===== src/rtl/uart_rx_timing_gen_if.sv =====
// ----------------------------------------------------------------------------
// uart_rx_timing_gen_if
// Bundles the control inputs and timing strobes exchanged between the UART RX
// FSM (master) and the oversampling timing generator (slave).
//
// Signals (direction seen from the slave):
//   enable, prescale, data_len, par_en, stop2_en      in  frame control/config
//   edge_cnt, bit_cnt                                 out position within frame
//   sample_en, sample_idx, bit_done, frame_done       out timing strobes
//   busy, cfg_err                                     out status
//   frame_cnt_clr (in), frame_cnt (out)               only with
//                                                     UART_RX_TIMING_FRAME_CNT_EN
// ----------------------------------------------------------------------------
interface uart_rx_timing_gen_if #(
    parameter int unsigned PRESCALE_W = 6,
    parameter int unsigned BIT_CNT_W  = 4
);
    logic                  enable;
    logic [PRESCALE_W-1:0] prescale;
    logic [3:0]            data_len;
    logic                  par_en;
    logic                  stop2_en;
    logic [PRESCALE_W-1:0] edge_cnt;
    logic [BIT_CNT_W-1:0]  bit_cnt;
    logic                  sample_en;
    logic [1:0]            sample_idx;
    logic                  bit_done;
    logic                  frame_done;
    logic                  busy;
    logic                  cfg_err;
`ifdef UART_RX_TIMING_FRAME_CNT_EN
    logic                  frame_cnt_clr;
    logic [15:0]           frame_cnt;
`endif

    modport master (
        output enable, prescale, data_len, par_en, stop2_en,
`ifdef UART_RX_TIMING_FRAME_CNT_EN
        output frame_cnt_clr,
        input  frame_cnt,
`endif
        input  edge_cnt, bit_cnt, sample_en, sample_idx,
        input  bit_done, frame_done, busy, cfg_err
    );

    modport slave (
        input  enable, prescale, data_len, par_en, stop2_en,
`ifdef UART_RX_TIMING_FRAME_CNT_EN
        input  frame_cnt_clr,
        output frame_cnt,
`endif
        output edge_cnt, bit_cnt, sample_en, sample_idx,
        output bit_done, frame_done, busy, cfg_err
    );
endinterface


===== src/rtl/uart_rx_timing_gen.sv =====
// ----------------------------------------------------------------------------
// uart_rx_timing_gen
// Oversampling timing generator for the UART receiver. Counts oversampling
// edges within each bit and bits within each frame, and emits mid-bit sample
// strobes plus bit-done / frame-done pulses. Prescale and frame length are
// latched at frame start so config changes mid-frame do not disturb timing.
//
// Ports:
//   clk    in  RX-domain clock
//   reset  in  asynchronous active-low reset
//   tif    slave modport of uart_rx_timing_gen_if (control in, strobes out)
//
// Optional feature: define UART_RX_TIMING_FRAME_CNT_EN to add a saturating
// 16-bit completed-frame counter (tif.frame_cnt) with synchronous clear
// (tif.frame_cnt_clr, wins over a simultaneous increment).
// ----------------------------------------------------------------------------
module uart_rx_timing_gen #(
    parameter int unsigned PRESCALE_W    = 6,
    parameter int unsigned BIT_CNT_W     = 4,
    parameter int unsigned MAX_DATA_BITS = 8
) (
    input  logic                clk,
    input  logic                reset,
    uart_rx_timing_gen_if.slave tif
);

    typedef enum logic [1:0] {
        S_IDLE,
        S_COUNT,
        S_HOLD
    } state_t;

    localparam logic [3:0]            LP_MAX_DL = 4'(MAX_DATA_BITS);
    localparam logic [PRESCALE_W-1:0] LP_MIN_P  = PRESCALE_W'(4);

    state_t                r_state;
    logic [PRESCALE_W-1:0] r_edge_cnt;
    logic [BIT_CNT_W-1:0]  r_bit_cnt;
    logic [PRESCALE_W-1:0] r_p_lat;
    logic [PRESCALE_W-1:0] r_mid;
    logic [BIT_CNT_W-1:0]  r_fl;
    logic                  r_sample_en;
    logic [1:0]            r_sample_idx;
    logic                  r_bit_done;
    logic                  r_frame_done;

    state_t                w_state_nxt;
    logic [PRESCALE_W-1:0] w_edge_nxt;
    logic [BIT_CNT_W-1:0]  w_bit_nxt;
    logic [PRESCALE_W-1:0] w_p_nxt;
    logic [PRESCALE_W-1:0] w_mid_nxt;
    logic [BIT_CNT_W-1:0]  w_fl_nxt;
    logic [BIT_CNT_W-1:0]  w_fl_cfg;
    logic                  w_cfg_err;
    logic                  w_sample_en_nxt;
    logic [1:0]            w_sample_idx_nxt;
    logic                  w_bit_done_nxt;
    logic                  w_frame_done_nxt;

    assign w_cfg_err = (tif.prescale < LP_MIN_P) ||
                       (tif.data_len < 4'd5) || (tif.data_len > LP_MAX_DL);

    // start + data + parity + stop(s)
    assign w_fl_cfg = BIT_CNT_W'(2) + BIT_CNT_W'(tif.data_len) +
                      BIT_CNT_W'(tif.par_en) + BIT_CNT_W'(tif.stop2_en);

    // Next-state and next-counter logic.
    always_comb begin
        w_state_nxt = r_state;
        w_edge_nxt  = '0;
        w_bit_nxt   = '0;
        w_p_nxt     = r_p_lat;
        w_mid_nxt   = r_mid;
        w_fl_nxt    = r_fl;
        case (r_state)
            S_IDLE: begin
                if (tif.enable && !w_cfg_err) begin
                    w_state_nxt = S_COUNT;
                    w_p_nxt     = tif.prescale;
                    w_mid_nxt   = tif.prescale >> 1;
                    w_fl_nxt    = w_fl_cfg;
                end
            end
            S_COUNT: begin
                if (!tif.enable) begin
                    w_state_nxt = S_IDLE;
                end else if (r_edge_cnt == r_p_lat - PRESCALE_W'(1)) begin
                    if (r_bit_cnt == r_fl - BIT_CNT_W'(1)) begin
                        w_state_nxt = S_HOLD;
                    end else begin
                        w_bit_nxt = r_bit_cnt + BIT_CNT_W'(1);
                    end
                end else begin
                    w_edge_nxt = r_edge_cnt + PRESCALE_W'(1);
                    w_bit_nxt  = r_bit_cnt;
                end
            end
            S_HOLD: begin
                if (!tif.enable) begin
                    w_state_nxt = S_IDLE;
                end
            end
            default: begin
                w_state_nxt = S_IDLE;
            end
        endcase
    end

    // Strobes are decoded from the *next* counter values so that, once
    // registered, they line up with the edge_cnt/bit_cnt they describe.
    // Gating on the next state suppresses them on abort and outside COUNT.
    always_comb begin
        w_sample_en_nxt  = 1'b0;
        w_sample_idx_nxt = '0;
        w_bit_done_nxt   = 1'b0;
        w_frame_done_nxt = 1'b0;
        if (w_state_nxt == S_COUNT) begin
            if ((w_edge_nxt >= w_mid_nxt - PRESCALE_W'(1)) &&
                (w_edge_nxt <= w_mid_nxt + PRESCALE_W'(1))) begin
                w_sample_en_nxt  = 1'b1;
                w_sample_idx_nxt = 2'(w_edge_nxt - (w_mid_nxt - PRESCALE_W'(1)));
            end
            if (w_edge_nxt == w_p_nxt - PRESCALE_W'(1)) begin
                w_bit_done_nxt   = 1'b1;
                w_frame_done_nxt = (w_bit_nxt == w_fl_nxt - BIT_CNT_W'(1));
            end
        end
    end

    always_ff @(posedge clk or negedge reset) begin
        if (!reset) begin
            r_state      <= S_IDLE;
            r_edge_cnt   <= '0;
            r_bit_cnt    <= '0;
            r_p_lat      <= '0;
            r_mid        <= '0;
            r_fl         <= '0;
            r_sample_en  <= 1'b0;
            r_sample_idx <= '0;
            r_bit_done   <= 1'b0;
            r_frame_done <= 1'b0;
        end else begin
            r_state      <= w_state_nxt;
            r_edge_cnt   <= w_edge_nxt;
            r_bit_cnt    <= w_bit_nxt;
            r_p_lat      <= w_p_nxt;
            r_mid        <= w_mid_nxt;
            r_fl         <= w_fl_nxt;
            r_sample_en  <= w_sample_en_nxt;
            r_sample_idx <= w_sample_idx_nxt;
            r_bit_done   <= w_bit_done_nxt;
            r_frame_done <= w_frame_done_nxt;
        end
    end

    assign tif.edge_cnt   = r_edge_cnt;
    assign tif.bit_cnt    = r_bit_cnt;
    assign tif.sample_en  = r_sample_en;
    assign tif.sample_idx = r_sample_idx;
    assign tif.bit_done   = r_bit_done;
    assign tif.frame_done = r_frame_done;
    assign tif.busy       = (r_state == S_COUNT);
    assign tif.cfg_err    = w_cfg_err;

`ifdef UART_RX_TIMING_FRAME_CNT_EN
    logic [15:0] r_frame_cnt;

    always_ff @(posedge clk or negedge reset) begin
        if (!reset) begin
            r_frame_cnt <= '0;
        end else if (tif.frame_cnt_clr) begin
            r_frame_cnt <= '0;
        end else if (r_frame_done && (r_frame_cnt != '1)) begin
            r_frame_cnt <= r_frame_cnt + 16'd1;
        end
    end

    assign tif.frame_cnt = r_frame_cnt;
`endif

endmodule


===== src/flat_wrapper.sv =====
// flat-port wrapper written by rule: the top's interface ports become plain ports
module uart_rx_timing_gen_flat 
#(
    parameter int unsigned PRESCALE_W    = 6,
    parameter int unsigned BIT_CNT_W     = 4,
    parameter int unsigned MAX_DATA_BITS = 8
)
  (clk, reset, tif_enable, tif_prescale, tif_data_len, tif_par_en, tif_stop2_en, tif_edge_cnt, tif_bit_cnt, tif_sample_en, tif_sample_idx, tif_bit_done, tif_frame_done, tif_busy, tif_cfg_err);
  uart_rx_timing_gen_if #(.PRESCALE_W(PRESCALE_W), .BIT_CNT_W(BIT_CNT_W)) tif_i ();
  input  logic clk;
  input  logic reset;
  input wire logic [$bits(tif_i.enable)-1:0] tif_enable;
  input wire logic [$bits(tif_i.prescale)-1:0] tif_prescale;
  input wire logic [$bits(tif_i.data_len)-1:0] tif_data_len;
  input wire logic [$bits(tif_i.par_en)-1:0] tif_par_en;
  input wire logic [$bits(tif_i.stop2_en)-1:0] tif_stop2_en;
  output wire logic [$bits(tif_i.edge_cnt)-1:0] tif_edge_cnt;
  output wire logic [$bits(tif_i.bit_cnt)-1:0] tif_bit_cnt;
  output wire logic [$bits(tif_i.sample_en)-1:0] tif_sample_en;
  output wire logic [$bits(tif_i.sample_idx)-1:0] tif_sample_idx;
  output wire logic [$bits(tif_i.bit_done)-1:0] tif_bit_done;
  output wire logic [$bits(tif_i.frame_done)-1:0] tif_frame_done;
  output wire logic [$bits(tif_i.busy)-1:0] tif_busy;
  output wire logic [$bits(tif_i.cfg_err)-1:0] tif_cfg_err;
  assign tif_i.enable = tif_enable;
  assign tif_i.prescale = tif_prescale;
  assign tif_i.data_len = tif_data_len;
  assign tif_i.par_en = tif_par_en;
  assign tif_i.stop2_en = tif_stop2_en;
  assign tif_edge_cnt = tif_i.edge_cnt;
  assign tif_bit_cnt = tif_i.bit_cnt;
  assign tif_sample_en = tif_i.sample_en;
  assign tif_sample_idx = tif_i.sample_idx;
  assign tif_bit_done = tif_i.bit_done;
  assign tif_frame_done = tif_i.frame_done;
  assign tif_busy = tif_i.busy;
  assign tif_cfg_err = tif_i.cfg_err;
  uart_rx_timing_gen #(.PRESCALE_W(PRESCALE_W), .BIT_CNT_W(BIT_CNT_W), .MAX_DATA_BITS(MAX_DATA_BITS)) u_core (.clk(clk), .reset(reset), .tif(tif_i));
endmodule

===== config.mk =====
export PLATFORM = sky130hd
export DESIGN_NAME = uart_rx_timing_gen_flat
export DESIGN_NICKNAME = d
export VERILOG_FILES = /design/src/rtl/uart_rx_timing_gen_if.sv /design/src/rtl/uart_rx_timing_gen.sv /design/src/flat_wrapper.sv
export SDC_FILE = /design/constraint.sdc
export NUM_CORES = 1
export LEC_CHECK = 0
export BUFFER_PORTS_ARGS = -buffer_cell sky130_fd_sc_hd__buf_4
export CORE_ASPECT_RATIO = 0.7
export CORE_MARGIN = 10
export CORE_UTILIZATION = 50
export CTS_CLUSTER_DIAMETER = 120
export DETAILED_ROUTE_END_ITERATION = 8
export GPL_ROUTABILITY_DRIVEN = 0
export PLACE_DENSITY = 0.76
export SYNTH_ARGS = -nofsm -noshare
export SYNTH_HDL_FRONTEND = slang
export SYNTH_SLANG_ARGS = --single-unit

===== constraint.sdc =====
create_clock -name clk -period 7.3 [get_ports clk]
set_input_delay 0.73 -clock clk [delete_from_list [all_inputs] [get_ports clk]]
set_output_delay 0.73 -clock clk [all_outputs]
set_load 0.05 [all_outputs]

### Word level (Yosys, flattened, before mapping)

Cells that the tools add are included.
Widths: inputs -> output; s select.

| word-level totals | value |
|---|---|
| register bits after elaboration | 33 |
| output and inout port bits | 17 |
| input port bits | 15 |

| operators by class | value |
|---|---|
| $lt $le $gt $ge | 5 |
| eq/ne operators | 7 |
| reductions and logical operators | 6 |
| add/subtract/negate cells | 12 |
| mux-type cells | 27 |

Operator list:

| kind | count |
|---|---|
| $mux 6 | 7 |
| $mux 4 | 6 |
| $sub 6x1->6 const B | 3 |
| $mux 2 | 7 |
| $add 6x1->6 const B | 2 |
| $eq 6x6->1 | 2 |
| $add 4x1->4 | 2 |
| $eq 4x4->1 | 2 |
| $sub 4x1->4 const B | 2 |
| $ge 6x6->1 | 1 |
| $le 6x6->1 | 1 |
| $lt 6x3->1 const B | 1 |
| $mux 1 | 6 |
| $pmux 2 s3 | 1 |
| $add 2x4->4 const A | 1 |
| $add 4x1->4 const B | 1 |
| $eq 2x1->1 const B | 2 |
| $gt 4x4->1 const B | 1 |
| $lt 4x3->1 const B | 1 |
| $eq 2x2->1 const B | 1 |
| $logic_and 1x1->1 | 2 |
| $logic_not 2->1 | 1 |
| $logic_or 1x1->1 | 2 |
| $sub 2x2->2 | 1 |
| $logic_not 1->1 | 1 |

### Logic depth before layout (Yosys ltp)

| depth | value |
|---|---|
| depth in word-level cells | 12 |
| gate-level depth with buffers | 18 |

### Least setup slack after synthesis

Ideal clock, no wire load.

| path | value |
|---|---|
| kind | input to register |
| from | input tif_data_len[2] |
| to | register u_core.r_sample_idx[0] (netlist: u_core.tif.sample_idx[0]) |
| buffers on the path | 1 |
| cell stages on the path | 17 |
| required time | 7227 ps |
| data arrival time | 3731 ps |
| path slack | 3496 ps |
| path through | or4b_1 > o21ai_0 > and2_0 > buf_2 > nand2_1 > and2_0 > ha_1 > inv_1 > ha_1 > nor2b_1 > o21a_1 > o21a_1 > o21ai_0 > nand2b_1 > a21oi_1 > o221a_2 > nor2b_1 |

| between the ends | value |
|---|---|
| word-level cells in the longest chain between the ends | 12 |

Ends and longest elaborated chain:

| item | line | text |
|---|---|---|
| from (decl) | flat_wrapper.sv:14 | `input wire logic [$bits(tif_i.data_len)-1:0] tif_data_len;` |
| $lt 4x3->1 | uart_rx_timing_gen.sv:61 | `(tif.data_len < 4'd5) \|\| (tif.data_len > LP_MAX_DL);` |
| $logic_or 1x1->1 | uart_rx_timing_gen.sv:60 | `assign w_cfg_err = (tif.prescale < LP_MIN_P) \|\|` |
| $logic_or 1x1->1 (*) | uart_rx_timing_gen.sv:61 |  |
| $logic_not 1->1 (*) | uart_rx_timing_gen.sv:77 | `if (tif.enable && !w_cfg_err) begin` |
| $logic_and 1x1->1 (*) | uart_rx_timing_gen.sv:77 |  |
| $mux 6 | uart_rx_timing_gen.sv:77 |  |
| $mux 6 | uart_rx_timing_gen.sv:75 | `case (r_state)` |
| $sub 6x1->6 or $add 6x1->6 (tied branches) | uart_rx_timing_gen.sv:118, uart_rx_timing_gen.sv:119 |  |
| $ge 6x6->1 or $le 6x6->1 (tied branches) | uart_rx_timing_gen.sv:118, uart_rx_timing_gen.sv:119 |  |
| $logic_and 1x1->1 | uart_rx_timing_gen.sv:118 | `if ((w_edge_nxt >= w_mid_nxt - PRESCALE_W'(1)) &&` |
| $mux 2 | uart_rx_timing_gen.sv:118 |  |
| $mux 2 (*) | uart_rx_timing_gen.sv:117 | `if (w_state_nxt == S_COUNT) begin` |
| named net u_core.w_sample_idx_nxt[0] | uart_rx_timing_gen.sv:56 | `logic [1:0] w_sample_idx_nxt;` |
| to (signal assigned) | uart_rx_timing_gen.sv:150 | `r_sample_idx <= w_sample_idx_nxt;` |
| to (decl) | uart_rx_timing_gen.sv:43 | `logic [1:0] r_sample_idx;` |

The timed path passes the listed nets; every way through them passes the cells marked *.

### Worst setup path after layout

Ends and elaborated chain as after synthesis.

==> metrics.md <==
| Metric | Value |
|---|---|
| Final slew viol count | 0 |
| Fin nets | 345 |
| Sw power | 0.000298 W |
| Fin Setup TNS | 0 ns |
| Rows | 21 |
| # diodes | 0 |
| Max Freq | 0.222 GHz |
| Final Setup Violations | 0 |
| Initial Util | 52.2% |
| Netlist cell types | 50 |
| Worst setup SP type | primary input |
| Layout cells sized above 1 | 15.2% |
| Max_cap viols | 0 |
| Worst-Skew Late Latency | 0.29 ns |
| Num ports | 32 |
| Synth area leaders | dfrtp_1 33%, ha_1 9.9%, xnor2_1 8.0% |
| Reg clk slew, reported paths | 0.08 ns |
| CTS Buffer Depth | 2 |
| Filler cell count | 430 |
| PwrDens | 248 mW/mm^2 |
| Tightest Pin Transition | 0.923 ns |
| Asr flop ratio synth | 100% |
| VDD IR max | 0.000134 V |
| Wire length per cell | 16.6 microns |
| Vias per cell | 5.49 |
| Status | complete, no violations |
| Yosys warns | 0 |
| Die H | 79.5 microns |
| Total gr overflow | 0 |
| HP Class | primary input to asynchronous set/reset pin |
| Clock skew | 0.00667 ns |
| Clock power frac | 19.4% |
| Area leader, netlist | dfrtp_1 |
| Syn nets | 311 |
| Initial antenna violation count | 0 |
| Synth Instances | 274 |
| Worst hold slack | 0.374 ns |
| Reg power frac | 32.4% |
| Main synth FF type | dfrtp_1 |
| CTS Sinks | 33 |
| DRT antenna net count | 0 |
| Sw frac | 41.5% |
| Core ar. | 0.00483 sq mm |
| Final min period | 4.50 ns |
| Fin cells | 378 |
| Critical Path End Type | register |
| Clk Tree Root Cell | clkbuf_8 |
| Yosys reg bits | 33 |
| Leakage | 1.43 nW |
| # DRC | 0 |
| Cts repair resizes | 0 |
| Placed cell count | 370 |
| Largest net degree at the start of global routing | 34 |
| Max_slew headroom | 38.4% |
| Critical path class | primary input to register |
| TritonCTS clock tree | built |
| H-tree levels | 2 |
| Vias in the first global route | 2023 |
| Total global-route track usage | 15.1% |
| Area of the mapped netlist | 0.00252 sq mm |
| Seq/Total Area, Yosys | 32.7% |
| Most instantiated cells after synthesis | 33 x dfrtp_1, 27 x inv_1, 27 x nand2_1, 23 x xnor2_1, 20 x ha_1 |
| First-pass GRT wire length | 10400 microns |
| Worst path required time | 7.52 ns |
| Synth-to-Final Area Change | 14.7% |
| RSZ-0062 raised after global routing | no |
| Postcts setup bufs | 0 |
| Final wirelength | 6270 microns |
| Most frequent cell after synthesis | dfrtp_1 |
| Avg Inst Size Synth | 9.22 sq um |
| Detailed Place HPWL | 4900 microns |
| Die span in x | 105 microns |
| 1st-iter DRT viols | 165 |
| Vias post-DR | 2077 |
| Top-area cell type share of the netlist area | 32.7% |
| Die ar. | 0.00834 sq mm |
| Pint | 0.000421 W |
| Post-cts hold buffer count | 0 |
| DRT Pass-1 Iters | 7 |
| Final Hold Vio Count | 0 |
| Crit path DAT | 4.72 ns |
| Post-synth EDFFs | 0 |
| Worst Path Max Fanout | 17 |
| Port bufs | 31 |
| CTS Buf Count | 5 |
| Tcrit/Tclk final | 61.7% |
| Combinational share of power | 48.2% |
==> stage by stage <==
| step | worst slack, ns | area (sq um) | total power [W] | utilization [%] |
|---|---|---|---|---|
| after floorplan | 3.50 | 2520 | 0.000495 | - |
| after global placement | 2.69 | 2810 | 0.000566 | 58.1 |
| after global routing | 2.46 | 2900 | 0.000769 | 59.9 |
| final | 2.80 | 2900 | 0.000719 | 59.9 |
| after CTS | 2.85 | 2900 | 0.000715 | 59.9 |
| after detailed placement | 2.53 | 2810 | 0.000573 | 58.1 |
==> cells in the final DEF, fill, tap and decap left out, types with 2 or more instances in the layout <==
cell / n
o32ai_1: 2
o31ai_1: 2
a21boi_1: 2
nor2_1: 18
nand3_1: 8
a31oi_1: 2
or3_1: 3
o21a_1: 2
nand2_1: 27
and2_1: 2
a32oi_1: 2
a21boi_0: 2
a21oi_1: 11
ha_1: 20
nor3_1: 8
nand4b_1: 4
nand2b_1: 5
fa_1: 2
inv_1: 27
buf_4: 31
xor2_1: 13
dfrtp_1: 33
clkbuf_8: 5
xnor2_1: 23
and3_1: 3
mux2i_1: 10
and2_0: 2
nor4_1: 2
o21ai_0: 9
nor2b_1: 8
clkinv_2: 2
==> worst max-delay path, stage by stage <==
cell and delay, ns:
buf_4 0.12, or4b_1 0.50, o21ai_0 0.24, and2_0 0.81, nand2_1 0.15, and2_0 0.24
ha_1 0.40, inv_1 0.06, ha_1 0.28, nor2b_1 0.13, o21a_1 0.17, o21a_1 0.17
o21ai_0 0.16, nand2b_1 0.08, a21oi_1 0.14, o221a_2 0.23, nor2b_1 0.12
==> path summary, 6_finish.rpt <==
path | endpoint | slack [ns] | start | depth (start not counted)
min | u_core.tif.frame_done | 0.37 | reset | 1
min reg2reg | u_core.r_mid[5] | 0.53 | u_core.r_mid[5] | 2
max in group asynchronous | u_core.r_state[1] | 6.60 | reset | 1
min in group clk | u_core.r_mid[5] | 0.53 | u_core.r_mid[5] | 2
max reg2reg | u_core.tif.sample_idx[1] | 3.22 | u_core.r_p_lat[2] | 16
max | u_core.tif.sample_idx[0] | 2.80 | tif_data_len[2] | 17
==> cells by family (layout without fill, tap and decap cells) <==
| kind of cell | count (synthesis) | after routing | synth area share, % |
|---|---|---|---|
| DFF | 33 | 33 | 32.7 |
| AOI/OAI and AO/OA | 42 | 42 | 11.7 |
| adders and majority gates | 22 | 22 | 11.5 |
| muxes | 10 | 10 | 3.96 |
| and+or+nand+nor | 98 | 98 | 20.4 |
| xor gates and xnor gates | 38 | 38 | 14.3 |
| buffers and inverters | 31 | 66 | 5.35 |
==> flip-flops by register name (all words and copies together) (netlist names) <==
signal / cells
u_core.tif.bit_cnt: 4
u_core.r_state: 2
u_core.tif.sample_en: 1
u_core.tif.edge_cnt: 6
u_core.tif.bit_done: 1
u_core.r_mid: 6
u_core.tif.frame_done: 1
u_core.r_p_lat: 6
u_core.r_fl: 4
u_core.tif.sample_idx: 2
==> per-layer routing <==
metal | routed length [microns] | global-route usage (%) | share of wire [%]
met1 | 3210 | 21.9 | 51
met5 | 0 | 0 | 0
met2 | 2550 | 21.5 | 41
met3 | 470 | 4.27 | 7.5
met4 | 44 | 3.69 | 0.70
==> area by class of cell <==
class | instances | area (sq um) | area share (%)
Inverter | 27 | 101 | 3.50
Timing Repair Buffer | 31 | 233 | 8.03
Clock inverter | 3 | 17.5 | 0.605
Clock buffer | 5 | 68.8 | 2.38
Tap cell | 69 | 86.3 | 2.98
Multi-Input combinational cell | 210 | 1560 | 54.0
Sequential cell | 33 | 826 | 28.5
==> power by group through the flow <==
stage / Clock [W] / Sequential [W] / Combinational (W)
after global routing: 0.000147 / 0.000236 / 0.000386
after CTS: 0.000140 / 0.000232 / 0.000343
final: 0.000140 / 0.000233 / 0.000347
after global placement: 0 / 0.000235 / 0.000331
after detailed placement: 0 / 0.000236 / 0.000337
after floorplan: 0 / 0.000232 / 0.000263
Note: power is estimated with default switching activity, not from simulation.
